$ cat src/rtl/sine_scanner_if.sv
// Pixel-side bus of the sine scanner. The scanner is the master: it drives the
// layer address, the palette select and the video outputs.
interface sine_scanner_if;
  logic       scroll_en;
  logic       daynight_sel;
  logic [5:0] layer_rgb;
  logic [5:0] x_out;
  logic [4:0] y_out;
  logic       daynight_out;
  logic [5:0] rgb_out;
  logic       hsync;
  logic       vsync;
  logic       de;
  logic       frame_tick;

  modport master (
    input  scroll_en, daynight_sel, layer_rgb,
    output x_out, y_out, daynight_out, rgb_out, hsync, vsync, de, frame_tick
  );

  modport slave (
    output scroll_en, daynight_sel, layer_rgb,
    input  x_out, y_out, daynight_out, rgb_out, hsync, vsync, de, frame_tick
  );
endinterface

$ cat src/rtl/sine_scanner.sv
// VGA-style raster scanner for a horizontally scrolling sine band layer.
// Counters -> stage 1 (layer address) -> stage 2 (pixel and syncs), 2 cycles total.
module sine_scanner #(
  parameter int H_ACTIVE   = 640,
  parameter int H_FP       = 16,
  parameter int H_SYNC     = 96,
  parameter int H_BP       = 48,
  parameter int V_ACTIVE   = 480,
  parameter int V_FP       = 10,
  parameter int V_SYNC     = 2,
  parameter int V_BP       = 33,
  parameter int CELL       = 10,
  parameter int BAND_TOP   = 13,
  parameter int SCROLL_DIV = 1
) (
  input logic            clk,
  input logic            rst,
  sine_scanner_if.master bus
);
  localparam int H_TOTAL = H_ACTIVE + H_FP + H_SYNC + H_BP;
  localparam int V_TOTAL = V_ACTIVE + V_FP + V_SYNC + V_BP;
  localparam int HW      = $clog2(H_TOTAL);
  localparam int VW      = $clog2(V_TOTAL);
  localparam int CW      = $clog2(CELL + 1);

  localparam logic [HW-1:0] H_LAST     = HW'(H_TOTAL - 1);
  localparam logic [HW-1:0] H_ACT      = HW'(H_ACTIVE);
  localparam logic [HW-1:0] H_SYNC_ON  = HW'(H_ACTIVE + H_FP);
  localparam logic [HW-1:0] H_SYNC_OFF = HW'(H_ACTIVE + H_FP + H_SYNC);
  localparam logic [VW-1:0] V_LAST     = VW'(V_TOTAL - 1);
  localparam logic [VW-1:0] V_ACT      = VW'(V_ACTIVE);
  localparam logic [VW-1:0] V_SYNC_ON  = VW'(V_ACTIVE + V_FP);
  localparam logic [VW-1:0] V_SYNC_OFF = VW'(V_ACTIVE + V_FP + V_SYNC);
  localparam logic [CW-1:0] CELL_LAST  = CW'(CELL - 1);
  localparam logic [5:0]    BAND_LO    = 6'(BAND_TOP);
  localparam logic [5:0]    BAND_HI    = 6'(BAND_TOP + 21);
  localparam logic [7:0]    DIV_LAST   = 8'(SCROLL_DIV - 1);

  logic [HW-1:0] hcnt;
  logic [VW-1:0] vcnt;
  logic [CW-1:0] hsub, vsub;
  logic [5:0]    col, row;
  logic [5:0]    scroll;
  logic [7:0]    frame_div;
  logic          de_d1, hs_d1, vs_d1;

  logic       h_last, v_last, frame_end, active, hs_n, vs_n, in_band;
  logic [5:0] row_rel;

  assign h_last    = (hcnt == H_LAST);
  assign v_last    = (vcnt == V_LAST);
  assign frame_end = h_last && v_last;
  assign active    = (hcnt < H_ACT) && (vcnt < V_ACT);
  assign hs_n      = !((hcnt >= H_SYNC_ON) && (hcnt < H_SYNC_OFF));
  assign vs_n      = !((vcnt >= V_SYNC_ON) && (vcnt < V_SYNC_OFF));
  assign in_band   = (row >= BAND_LO) && (row <= BAND_HI);
  assign row_rel   = row - BAND_LO;

  // Frame tick is a pure decode of the counter registers, so it lines up with
  // the undelayed (last pixel, last line) position rather than the video pipe.
  assign bus.frame_tick = frame_end;

  // Cell counters walk alongside hcnt/vcnt so col/row never need a divider.
  always_ff @(posedge clk or posedge rst) begin
    // NOTE: state registers use non-blocking assignments so every flop samples
    // pre-edge values; blocking here would make update order matter.
    if (rst) begin
      hcnt <= '0;
      vcnt <= '0;
      hsub <= '0;
      vsub <= '0;
      col  <= '0;
      row  <= '0;
    end else if (h_last) begin
      hcnt <= '0;
      hsub <= '0;
      col  <= '0;
      if (v_last) begin
        vcnt <= '0;
        vsub <= '0;
        row  <= '0;
      end else begin
        vcnt <= vcnt + 1'b1;
        if (vsub == CELL_LAST) begin
          vsub <= '0;
          row  <= row + 1'b1;
        end else begin
          vsub <= vsub + 1'b1;
        end
      end
    end else begin
      hcnt <= hcnt + 1'b1;
      if (hsub == CELL_LAST) begin
        hsub <= '0;
        col  <= col + 1'b1;
      end else begin
        hsub <= hsub + 1'b1;
      end
    end
  end

  // Scroll and palette only move at frame end, so a frame never tears.
  always_ff @(posedge clk or posedge rst) begin
    if (rst) begin
      scroll           <= '0;
      frame_div        <= '0;
      bus.daynight_out <= 1'b0;
    end else if (frame_end) begin
      bus.daynight_out <= bus.daynight_sel;
      if (bus.scroll_en) begin
        if (frame_div == DIV_LAST) begin
          frame_div <= '0;
          scroll    <= scroll + 1'b1;
        end else begin
          frame_div <= frame_div + 1'b1;
        end
      end
    end
  end

  // Stage 1 presents the layer address; stage 2 captures the layer colour
  // returned for it, together with the syncs delayed to the same pixel.
  always_ff @(posedge clk or posedge rst) begin
    if (rst) begin
      bus.x_out   <= '0;
      bus.y_out   <= 5'd31;
      de_d1       <= 1'b0;
      hs_d1       <= 1'b1;
      vs_d1       <= 1'b1;
      bus.rgb_out <= '0;
      bus.de      <= 1'b0;
      bus.hsync   <= 1'b1;
      bus.vsync   <= 1'b1;
    end else begin
      de_d1 <= active;
      hs_d1 <= hs_n;
      vs_d1 <= vs_n;
      if (active) begin
        bus.x_out <= col + scroll;
        bus.y_out <= in_band ? row_rel[4:0] : 5'd31;
      end else begin
        bus.x_out <= '0;
        bus.y_out <= 5'd31;
      end
      bus.rgb_out <= de_d1 ? bus.layer_rgb : 6'd0;
      bus.de      <= de_d1;
      bus.hsync   <= hs_d1;
      bus.vsync   <= vs_d1;
    end
  end
endmodule

$ cat src/flat_wrapper.sv
// flat-port wrapper written by rule: the top's interface ports become plain ports
module sine_scanner_flat 
#(
  parameter int H_ACTIVE   = 640,
  parameter int H_FP       = 16,
  parameter int H_SYNC     = 96,
  parameter int H_BP       = 48,
  parameter int V_ACTIVE   = 480,
  parameter int V_FP       = 10,
  parameter int V_SYNC     = 2,
  parameter int V_BP       = 33,
  parameter int CELL       = 10,
  parameter int BAND_TOP   = 13,
  parameter int SCROLL_DIV = 1
)
  (clk, rst, bus_scroll_en, bus_daynight_sel, bus_layer_rgb, bus_x_out, bus_y_out, bus_daynight_out, bus_rgb_out, bus_hsync, bus_vsync, bus_de, bus_frame_tick);
  sine_scanner_if bus_i ();
  input logic clk;
  input logic rst;
  input wire logic [$bits(bus_i.scroll_en)-1:0] bus_scroll_en;
  input wire logic [$bits(bus_i.daynight_sel)-1:0] bus_daynight_sel;
  input wire logic [$bits(bus_i.layer_rgb)-1:0] bus_layer_rgb;
  output wire logic [$bits(bus_i.x_out)-1:0] bus_x_out;
  output wire logic [$bits(bus_i.y_out)-1:0] bus_y_out;
  output wire logic [$bits(bus_i.daynight_out)-1:0] bus_daynight_out;
  output wire logic [$bits(bus_i.rgb_out)-1:0] bus_rgb_out;
  output wire logic [$bits(bus_i.hsync)-1:0] bus_hsync;
  output wire logic [$bits(bus_i.vsync)-1:0] bus_vsync;
  output wire logic [$bits(bus_i.de)-1:0] bus_de;
  output wire logic [$bits(bus_i.frame_tick)-1:0] bus_frame_tick;
  assign bus_i.scroll_en = bus_scroll_en;
  assign bus_i.daynight_sel = bus_daynight_sel;
  assign bus_i.layer_rgb = bus_layer_rgb;
  assign bus_x_out = bus_i.x_out;
  assign bus_y_out = bus_i.y_out;
  assign bus_daynight_out = bus_i.daynight_out;
  assign bus_rgb_out = bus_i.rgb_out;
  assign bus_hsync = bus_i.hsync;
  assign bus_vsync = bus_i.vsync;
  assign bus_de = bus_i.de;
  assign bus_frame_tick = bus_i.frame_tick;
  sine_scanner #(.H_ACTIVE(H_ACTIVE), .H_FP(H_FP), .H_SYNC(H_SYNC), .H_BP(H_BP), .V_ACTIVE(V_ACTIVE), .V_FP(V_FP), .V_SYNC(V_SYNC), .V_BP(V_BP), .CELL(CELL), .BAND_TOP(BAND_TOP), .SCROLL_DIV(SCROLL_DIV)) u_core (.clk(clk), .rst(rst), .bus(bus_i));
endmodule
$ cat config.mk
export PLATFORM = sky130hd
export DESIGN_NAME = sine_scanner_flat
export DESIGN_NICKNAME = d
export VERILOG_FILES = /design/src/rtl/sine_scanner_if.sv /design/src/rtl/sine_scanner.sv /design/src/flat_wrapper.sv
export SDC_FILE = /design/constraint.sdc
export NUM_CORES = 1
export LEC_CHECK = 0
export ABC_AREA = 1
export BUFFER_PORTS_ARGS = -buffer_cell sky130_fd_sc_hd__buf_2
export CAP_MARGIN = 10
export CORE_MARGIN = 3
export CORE_UTILIZATION = 54
export DETAILED_ROUTE_END_ITERATION = 8
export PLACE_DENSITY = 0.86
export SYNTH_ARGS = -nofsm -noshare
export SYNTH_HDL_FRONTEND = slang
export SYNTH_SLANG_ARGS = --single-unit
$ cat constraint.sdc
create_clock -name clk -period 1.89 [get_ports clk]
set_input_delay 0 -clock clk [delete_from_list [all_inputs] [get_ports clk]]
set_output_delay 0 -clock clk [all_outputs]
set_load 0.02 [all_outputs]
==> results.toml <==
[route]
drtPass1Iterations = 5
vias_per_cell = 5.13
drtIter0Drc = 154
detail-route-antenna-nets = 0
drc = 0
route.detailed.wl_per_inst_microns = 12.5
routed_wirelength_mm = 8.27
vias = 3379

[timing]
setup_violations = 0
worst_pin_slew_ns = 0.548
slew_violations = 0
hold_viol = 0
post-route-period-util = 0.943
fin_crit_ns = 1.78
fmax_ghz = 0.561
whs_ns = 0.251
relSlewSlack = 0.634
fin_skew_ns = 0.00783

[cts]
clockBufferDepth = 2
cts_buffers = 9
htree_levels = 3
cts_tree = "built"
clkSinkCount = 78
cts_root_buf = "clkbuf_8"
clk_latency_ns = 0.34
clk_pin_slew_ns = 0.08

[power_and_ir_drop]
pwr-share-clk = 0.441
power.density_mw_per_mm2 = 654
pwr-share-seq = 0.530
combPwrFrac = 0.028
leakagePower_nw = 2.56
p_sw_frac = 0.201
total_power_mw = 3.16
p_sw_mw = 0.635
p_int_mw = 2.52
irDropWorstVdd_v = 0.000440

[grt]
grtUsageTotal = 0.202
grt_pass1_wl_mm = 14.3
gr-total-overflow = 0
first_global_vias = 3360
antenna_found_initial = 0
grt_start_max_net_pins = 53

[final_layout]
layout_common_cells = "131 x nand2_1, 68 x dfrtp_1, 57 x inv_1"
nets = 587
fin_util = 0.655
final_common_cell = "nand2_1"
fill_cells = 583
areaGrowthSynthToFinish_pct = 15.9
finalNonFillerCells = 659
diodes = 0
drive_above_1_share = 0.166

[floorplan]
core_area_sq_mm = 0.00737
die_area_sq_mm = 0.00881
start_util = 0.566
fp.dieW_microns = 93.9
boundaryPins = 32
rows = 31
die_h_microns = 93.9

[synthesis]
yosys.area.top_type_share = 0.414
synth_area_leaders = "dfrtp_1 41%, nand2_1 12%, ha_1 6.3%"
syn_avg_cell_area_sq_um = 8.35
synth_edf_count = 0
syn-cell-area_sq_mm = 0.00417
synth_seq_cells = 78
netlist_instances = 499
ys.flop_type = "dfrtp_1"
ys_async_sr_fraction = 1.00
ys_seq_area_frac = 0.471
yosysUniqueCellTypes = 34
yosysTopAreaCell = "dfrtp_1"
syn-num-nets = 531
yosys_warnings = 0

[placement]
numPortBuffers = 31
globalplace.congestion = 0.921
place_hpwl_mm = 5.86
place_inst = 632

[setup_path]
critPathBufInv = 4
path_class = "flip-flop to output port"
start_kind = "flip-flop"
max_stage_delay_ns = 0.42
critPathTopFamily = "simple AND/OR/NAND/NOR gates"
crit_path_top_delay_cell = "dfrtp_1"
endpoint_kind = "output port"
worstPathArrival_ns = 1.78
crit_required_ns = 1.89
path_max_fanout = 7
worstPathCellList = "inv_1 > ha_1 > nand2_1 > nor2_1 > nand3_4 > inv_2 > nand2_1 > inv_1 > buf_2"

[hold_path]
min_path_type = "input pin to asynchronous set/reset pin"

[outcome]
outcome = "complete, no violations"

[job]
maxCapViolCount = 0
## layer usage
metal	vias up	wire length, microns	track usage
met4	0	111	0.0746
met2	91	4240	0.361
li1	1693	-	-
met3	12	378	0.0361
met5	-	0	0
met1	1583	3540	0.242
## worst paths after layout
kind / start / end / slack [ns] / cells after the start
setup / recovery: u_core.vcnt[1] / bus_frame_tick / 0.11 / 9
hold / removal: rst / u_core.bus.x_out[0] / 0.25 / 3
setup reg to reg: u_core.scroll[0] / u_core.bus.x_out[4] / 0.17 / 8
hold reg to reg: u_core.hs_d1 / u_core.bus.hsync / 0.36 / 0
max in group asynchronous: rst / u_core.hs_d1 / 0.96 / 4
min in group clk: u_core.hs_d1 / u_core.bus.hsync / 0.36 / 0
## cell type report
class	count	area, sq um	share of cell area
sequential	78	1960	0.407
tap	99	124	0.0256
clock buffer	13	159	0.0329
timing repair buffer	50	345	0.0715
clock inverter	3	67.6	0.0140
multi-input combinational	348	1910	0.396
inverter	68	259	0.0536
## cell families (layout without fill, tap and decap cells)
family,after synthesis,in the layout,synth area share
AO/OA/AOI/OAI,31,31,0.0375
buffers and inverters,73,134,0.0729
multiplexers,1,1,0.00240
flip-flops,78,78,0.471
adder cells (fa/ha/maj),22,22,0.0678
XOR/XNOR,23,23,0.0483
AND/OR/NAND/NOR,271,271,0.300
## flip-flops by register name (all words and copies together), names as in the netlist, 4 cells and up
| name | count |
|---|---|
| u_core.bus.rgb_out | 6 |
| u_core.row | 6 |
| u_core.bus.x_out | 6 |
| u_core.hsub | 4 |
| u_core.frame_div | 8 |
| u_core.bus.y_out | 5 |
| u_core.hcnt | 10 |
| u_core.vsub | 4 |
| u_core.vcnt | 10 |
| u_core.col | 6 |
| u_core.scroll | 6 |
## power by group through the flow
stage / combinational (mW) / clock (mW) / sequential, mW
global placement: 0.0748 / 0 / 1.71
floorplan: 0.0354 / 0 / 1.72
finish: 0.0886 / 1.40 / 1.68
CTS: 0.0910 / 1.42 / 1.68
global route: 0.101 / 1.49 / 1.68
detailed placement: 0.0765 / 0 / 1.71
## cell usage after synthesis, types with 5 or more instances
cell type  number
nor2_1         52
inv_1          59
nand3_1        45
o21ai_1         8
nand2_1       131
ha_1           21
xor2_1         19
a21oi_1        13
nand3b_1        5
o21ai_0         9
nand4_1        13
inv_2           8
dfstp_2         9
nor3_1          5
dfrtp_1        69
## worst reg2reg max path, delay by kind of cell (launching register included)
kind	cells	cell delay (ns)
buffers and inverters	1	0.05
flip-flops	1	0.46
AND/OR/NAND/NOR	4	0.29
AO/OA/AOI/OAI	1	0.17
adder cells (fa/ha/maj)	2	0.65
## stage by stage
stage,area [sq um],setup TNS (ns),worst slack [ns]
2_1_floorplan,4170,0,0.300
3_3_place_gp,4490,0,0.189
3_5_place_dp,4490,0,0.0758
4_1_cts,4820,0,0.0263
5_1_grt,4830,-0.0168,-0.0168
6_report,4830,0,0.108
## what timing repair did
item	CTS	global route
resized for setup	0	5
endpoints found under the setup margin	1	9
hold buffers	9	0
hold endpoints to repair	33	0
setup buffers	2	0
pin swaps	1	0
Note: power is estimated with default switching activity, not from simulation.
